--- src/rtl/seg7_scan_driver.sv ---
// Time-multiplexed 7-segment driver: prescaled digit scan, double-buffered display
// data committed only at frame boundaries, per-digit blanking and blinking.
module seg7_scan_driver #(
    parameter int DIGITS     = 8,
    parameter int SCAN_DIV   = 50000,
    parameter int BLINK_LOG2 = 5
) (
    input  logic                  clk,
    input  logic                  rst,
    input  logic                  load,
    input  logic [4*DIGITS-1:0]   hexs,
    input  logic [DIGITS-1:0]     points,
    input  logic [DIGITS-1:0]     le,
    input  logic [DIGITS-1:0]     blink,
    output logic [7:0]            seg_n,
    output logic [DIGITS-1:0]     an_n,
    output logic                  frame_start,
    output logic                  upd_pending
);

    localparam int IW = (DIGITS > 1) ? $clog2(DIGITS) : 1;
    localparam int CW = $clog2(SCAN_DIV);
    localparam logic [IW-1:0] LAST_IDX = IW'(DIGITS - 1);
    localparam logic [CW-1:0] LAST_CNT = CW'(SCAN_DIV - 1);

    logic [CW-1:0]         preCnt;
    logic [IW-1:0]         digitIdx;
    logic [BLINK_LOG2-1:0] frameCnt;
    logic                  blinkPhase;
    logic                  pending;
    logic                  wrapD1;

    logic [4*DIGITS-1:0]   stageHex, dispHex;
    logic [DIGITS-1:0]     stagePt, dispPt;
    logic [DIGITS-1:0]     stageLe, dispLe;
    logic [DIGITS-1:0]     stageBlink, dispBlink;

    logic                  scanTick;
    logic                  frameEdge;
    logic [3:0]            curHex;
    logic [6:0]            curSegs;
    logic [7:0]            segNext;
    logic [DIGITS-1:0]     anNext;

    assign scanTick    = (preCnt == LAST_CNT);
    assign frameEdge   = scanTick && (digitIdx == LAST_IDX);
    assign upd_pending = pending;

    always_ff @(posedge clk) begin
        if (rst) begin
            preCnt      <= '0;
            digitIdx    <= '0;
            frameCnt    <= '0;
            blinkPhase  <= 1'b0;
            pending     <= 1'b0;
            wrapD1      <= 1'b0;
            frame_start <= 1'b0;
            stageHex    <= '0;
            stagePt     <= '0;
            stageLe     <= '0;
            stageBlink  <= '0;
            dispHex     <= '0;
            dispPt      <= '0;
            dispLe      <= '0;
            dispBlink   <= '0;
            seg_n       <= '1;
            an_n        <= '1;
        end else begin
            preCnt <= scanTick ? '0 : preCnt + 1'b1;
            if (scanTick) begin
                digitIdx <= (digitIdx == LAST_IDX) ? '0 : digitIdx + 1'b1;
            end
            // frame_start lines up with the first registered output of digit 0
            wrapD1      <= frameEdge;
            frame_start <= wrapD1;

            if (frameEdge) begin
                frameCnt <= frameCnt + 1'b1;
                if (frameCnt == '1) begin
                    blinkPhase <= ~blinkPhase;
                end
                if (pending) begin
                    dispHex   <= stageHex;
                    dispPt    <= stagePt;
                    dispLe    <= stageLe;
                    dispBlink <= stageBlink;
                end
            end

            // A load on the boundary edge restages after the old stage is committed
            if (load) begin
                stageHex   <= hexs;
                stagePt    <= points;
                stageLe    <= le;
                stageBlink <= blink;
                pending    <= 1'b1;
            end else if (frameEdge) begin
                pending <= 1'b0;
            end

            seg_n <= segNext;
            an_n  <= anNext;
        end
    end

    always_comb begin
        curHex = dispHex[{digitIdx, 2'b00} +: 4];
        case (curHex)
            4'h0:    curSegs = 7'h3F;
            4'h1:    curSegs = 7'h06;
            4'h2:    curSegs = 7'h5B;
            4'h3:    curSegs = 7'h4F;
            4'h4:    curSegs = 7'h66;
            4'h5:    curSegs = 7'h6D;
            4'h6:    curSegs = 7'h7D;
            4'h7:    curSegs = 7'h07;
            4'h8:    curSegs = 7'h7F;
            4'h9:    curSegs = 7'h6F;
            4'hA:    curSegs = 7'h77;
            4'hB:    curSegs = 7'h7C;
            4'hC:    curSegs = 7'h39;
            4'hD:    curSegs = 7'h5E;
            4'hE:    curSegs = 7'h79;
            default: curSegs = 7'h71;
        endcase

        segNext = '1;
        anNext  = '1;
        if (dispLe[digitIdx]) begin
            anNext[digitIdx] = 1'b0;
            if (!(dispBlink[digitIdx] && blinkPhase)) begin
                segNext = ~{dispPt[digitIdx], curSegs};
            end
        end
    end

endmodule

--- config.mk ---
export PLATFORM = sky130hd
export DESIGN_NAME = seg7_scan_driver
export DESIGN_NICKNAME = d
export VERILOG_FILES = /design/src/rtl/seg7_scan_driver.sv
export SDC_FILE = /design/constraint.sdc
export NUM_CORES = 1
export LEC_CHECK = 0
export ABC_AREA = 1
export ABC_CLOCK_PERIOD_IN_PS = 2700
export BUFFER_PORTS_ARGS = -buffer_cell sky130_fd_sc_hd__buf_4
export CORE_AREA = 2 2 143 145
export CTS_CLUSTER_SIZE = 28
export DETAILED_ROUTE_END_ITERATION = 10
export DIE_AREA = 0 0 145 147
export MAX_ROUTING_LAYER = met4
export PLACE_DENSITY_LB_ADDON = 0.2
export SLEW_MARGIN = 10
export SYNTH_ARGS = -nofsm -noshare
export SYNTH_HDL_FRONTEND = slang
export SYNTH_SLANG_ARGS = --single-unit
--- constraint.sdc ---
create_clock -name clk -period 2.7 [get_ports clk]
set_clock_uncertainty 0.1 [all_clocks]
set_input_delay 0.405 -clock clk [delete_from_list [all_inputs] [get_ports clk]]
set_output_delay 0.405 -clock clk [all_outputs]
set_load 0.1 [all_outputs]
==> qor.yml <==
worstMarginPinSlew_ps: 941.7
regToRegStartpoint: "digitIdx[1]"
critical_path.max_fanout: 31
dp_hpwl_um: 11190
grt_max_degree: 57
dieArea_um2: 21320
ir_drop_v: 0.0003646
synthArstFlopShare_pct: 0
wl_per_cell_um: 13.11
antenna_found_initial: 0
yosysMostFrequentCell: "nand2_1"
clk_pin_slew_worst_paths_ps: 60
slew_viol_final: 0
hold_viol: 0
num_io_pins: 77
antennaDiodeCount: 0
cts_setup_buffers: 0
hold_start: "hexs[10]"
max_freq_mhz: 471.3
power_density_nw_per_um2: 626.4
hold_path_class: "in -> reg"
drive_gt1_share_pct: 22.85
end_kind: "register"
rsz0062_at_grt: "false"
synth-seq-cells: 156
place.gp.congestion: 0.8504
start_util_pct: 35.45
place_ws_ps: 564.8
final_antenna_net_count: 0
finalWorstSetupSlack_ps: 578.0
nets: 1035
yosys.cell_types.count: 32
grt_usage_pct: 16.30
path_cells: "ha_1, ha_1, inv_1, nor2_4, nand2_1, buf_4, nand2_1, a21oi_2"
slowest_delay_ps: 570
synth_flop_cell: "dfxtp_1"
grt-ovfl-total: 0
fill_cells: 2077
synth_enable_flop_cells: 0
finalSetupViolCount: 0
synthesis.nets: 980
ys_seq_area_share_pct: 44.40
outcome: "completed"
synth.top_cell.area_share_pct: 44.40
synth_area_um2: 7034
drt-initial-drc-count: 268
drc: 0
worstSkewPairLatency_ps: 430
wl_um: 16340
critPathSlowestCell: "dfxtp_1"
dieHeight_um: 147
grt_pass1_wl_um: 27540
crit_buf_inv: 2
hold_buffers: 0
synth_area_leaders: "dfxtp_1 44%, nand2_1 12%, nor2_1 7.8%"
synth_common_cells: "220 x nand2_1, 156 x dfxtp_1, 146 x nor2_1"
cp-start-kind: "register"
clock_path_buffers: 2
crit_family: "simple AND/OR/NAND/NOR gates"
crit_type: "reg -> reg"
synth_area_leader_cell: "dfxtp_1"
cp.arrival_ps: 2330
fp.dieW_um: 145
startpoint: "digitIdx[1]"
core_area_um2: 19840
rows: 52
cts_tree: "built"
portBuffers: 76
tns_ps: 0
p_leak_nw: 3.165
relSlewSlack_pct: 37.13
cts.sink_count: 156
avgSynthCellArea_um2: 7.730
max-cap-violations: 0
num_vias: 5825
cp.required_ps: 2910
period_share_pct: 78.59
via_per_inst: 4.675
ys_warn_count: 0
first_pass_iters: 5
grt_pass1_vias: 5757
finalCriticalPeriod_ps: 2122
numCtsBuffers: 17
ctsResizeCount: 0
syn_to_final_growth_pct: 18.29
syn_inst: 910
cts_max_level: 4
cts-root-buf: "clkbuf_16"
[placed cells by master (no fill, tap or decap)]
master / n
nor2_2: 2
o21bai_1: 1
nand3b_1: 5
o21ai_0: 62
bufinv_16: 5
dfxtp_1: 155
clkbuf_16: 17
clkinv_1: 1
xnor2_1: 1
nand2_4: 1
nor4_1: 2
nor2_4: 2
nor2_1: 146
inv_6: 1
buf_4: 91
clkbuf_1: 1
a21oi_2: 42
nor3_1: 14
dfxtp_2: 1
clkinv_2: 3
or2_2: 2
nand3_2: 46
inv_2: 4
nand3_1: 48
buf_12: 1
clkinvlp_4: 3
nand2_2: 2
o21a_1: 1
ha_1: 11
a21oi_1: 35
inv_1: 38
nand2_1: 220
o22ai_1: 3
xor2_1: 5
nand4_1: 4
[cell type report]
type                       count  area [um^2]  area share (%)
multi-input combinational    655         3368           40.48
sequential                   156         3124           37.55
timing repair buffer          92        703.2           8.451
clock buffer                  18        429.2           5.158
tap                          270        337.8           4.060
clock inverter                12        196.4           2.361
inverter                      43        161.4           1.940
[worst reg2reg max path, cell delays in order, from the launching register on]
cell     delay (ps)
dfxtp_1         570
ha_1            230
ha_1            140
inv_1            90
nor2_4          330
nand2_1         120
buf_4           260
nand2_1         130
a21oi_2          50
[logic make-up (layout without fill, tap and decap cells)]
group           after synthesis  after routing  share of synthesized area (%)
compound gates              144            144                          12.61
xor+xnor                      6              6                         0.7471
fa+ha+maj                    11             11                          1.957
buf+inv                      99            165                          7.720
flops                       156            156                          44.40
simple gates                494            494                          32.57
[layer usage]
metal,vias up,global-route usage (%),part of all wire (%)
met1,2661,19.62,46
met5,-,-,0
met3,23,3.882,3.4
met2,87,26.67,49
li1,3054,-,-
met4,0,6.040,1.5
[registers in the layout, summed over array words and instances (netlist names)]
register and cells:
dispLe 8, stageBlink 8, frame_start 1, digitIdx 3
frameCnt 5, stagePt 8, dispHex 32, wrapD1 1
stageLe 8, stageHex 32, dispPt 8, blinkPhase 1
preCnt 16, dispBlink 8, an_n 8, seg_n 8
upd_pending 1
[power by group]
group          total [mW]  internal [mW]  switching (mW)  leakage, nW
registers            2.41           2.37          0.0457         1.27
clock network        2.56           1.63           0.932        0.298
logic               0.243         0.0981           0.145         1.59
total                5.21           4.09            1.12         3.16
[worst paths after layout]
check / to / depth (start not counted) / slack (ps)
worst max-delay path: dispPt[1] / 8 / 580
worst min-delay path: stageHex[10] / 3 / 90
worst max register to register: dispPt[1] / 8 / 580
worst min register to register: frame_start / 2 / 310
[through the flow]
stage | utilization (%) | area (um^2) | total power, mW | cells | hold WS [ps]
2_1_floorplan | - | 7034 | 2.593 | 910 | 288.3
3_3_place_gp | 38.78 | 7695 | 2.708 | 1216 | 314.2
3_5_place_dp | 38.78 | 7695 | 2.709 | 1216 | 308.0
4_1_cts | 41.93 | 8320 | 5.289 | 1246 | 77.56
5_1_grt | 41.93 | 8320 | 5.409 | 1246 | 84.43
6_report | 41.93 | 8320 | 5.212 | 1246 | 93.61
Note: power is estimated with default switching activity, not from simulation.
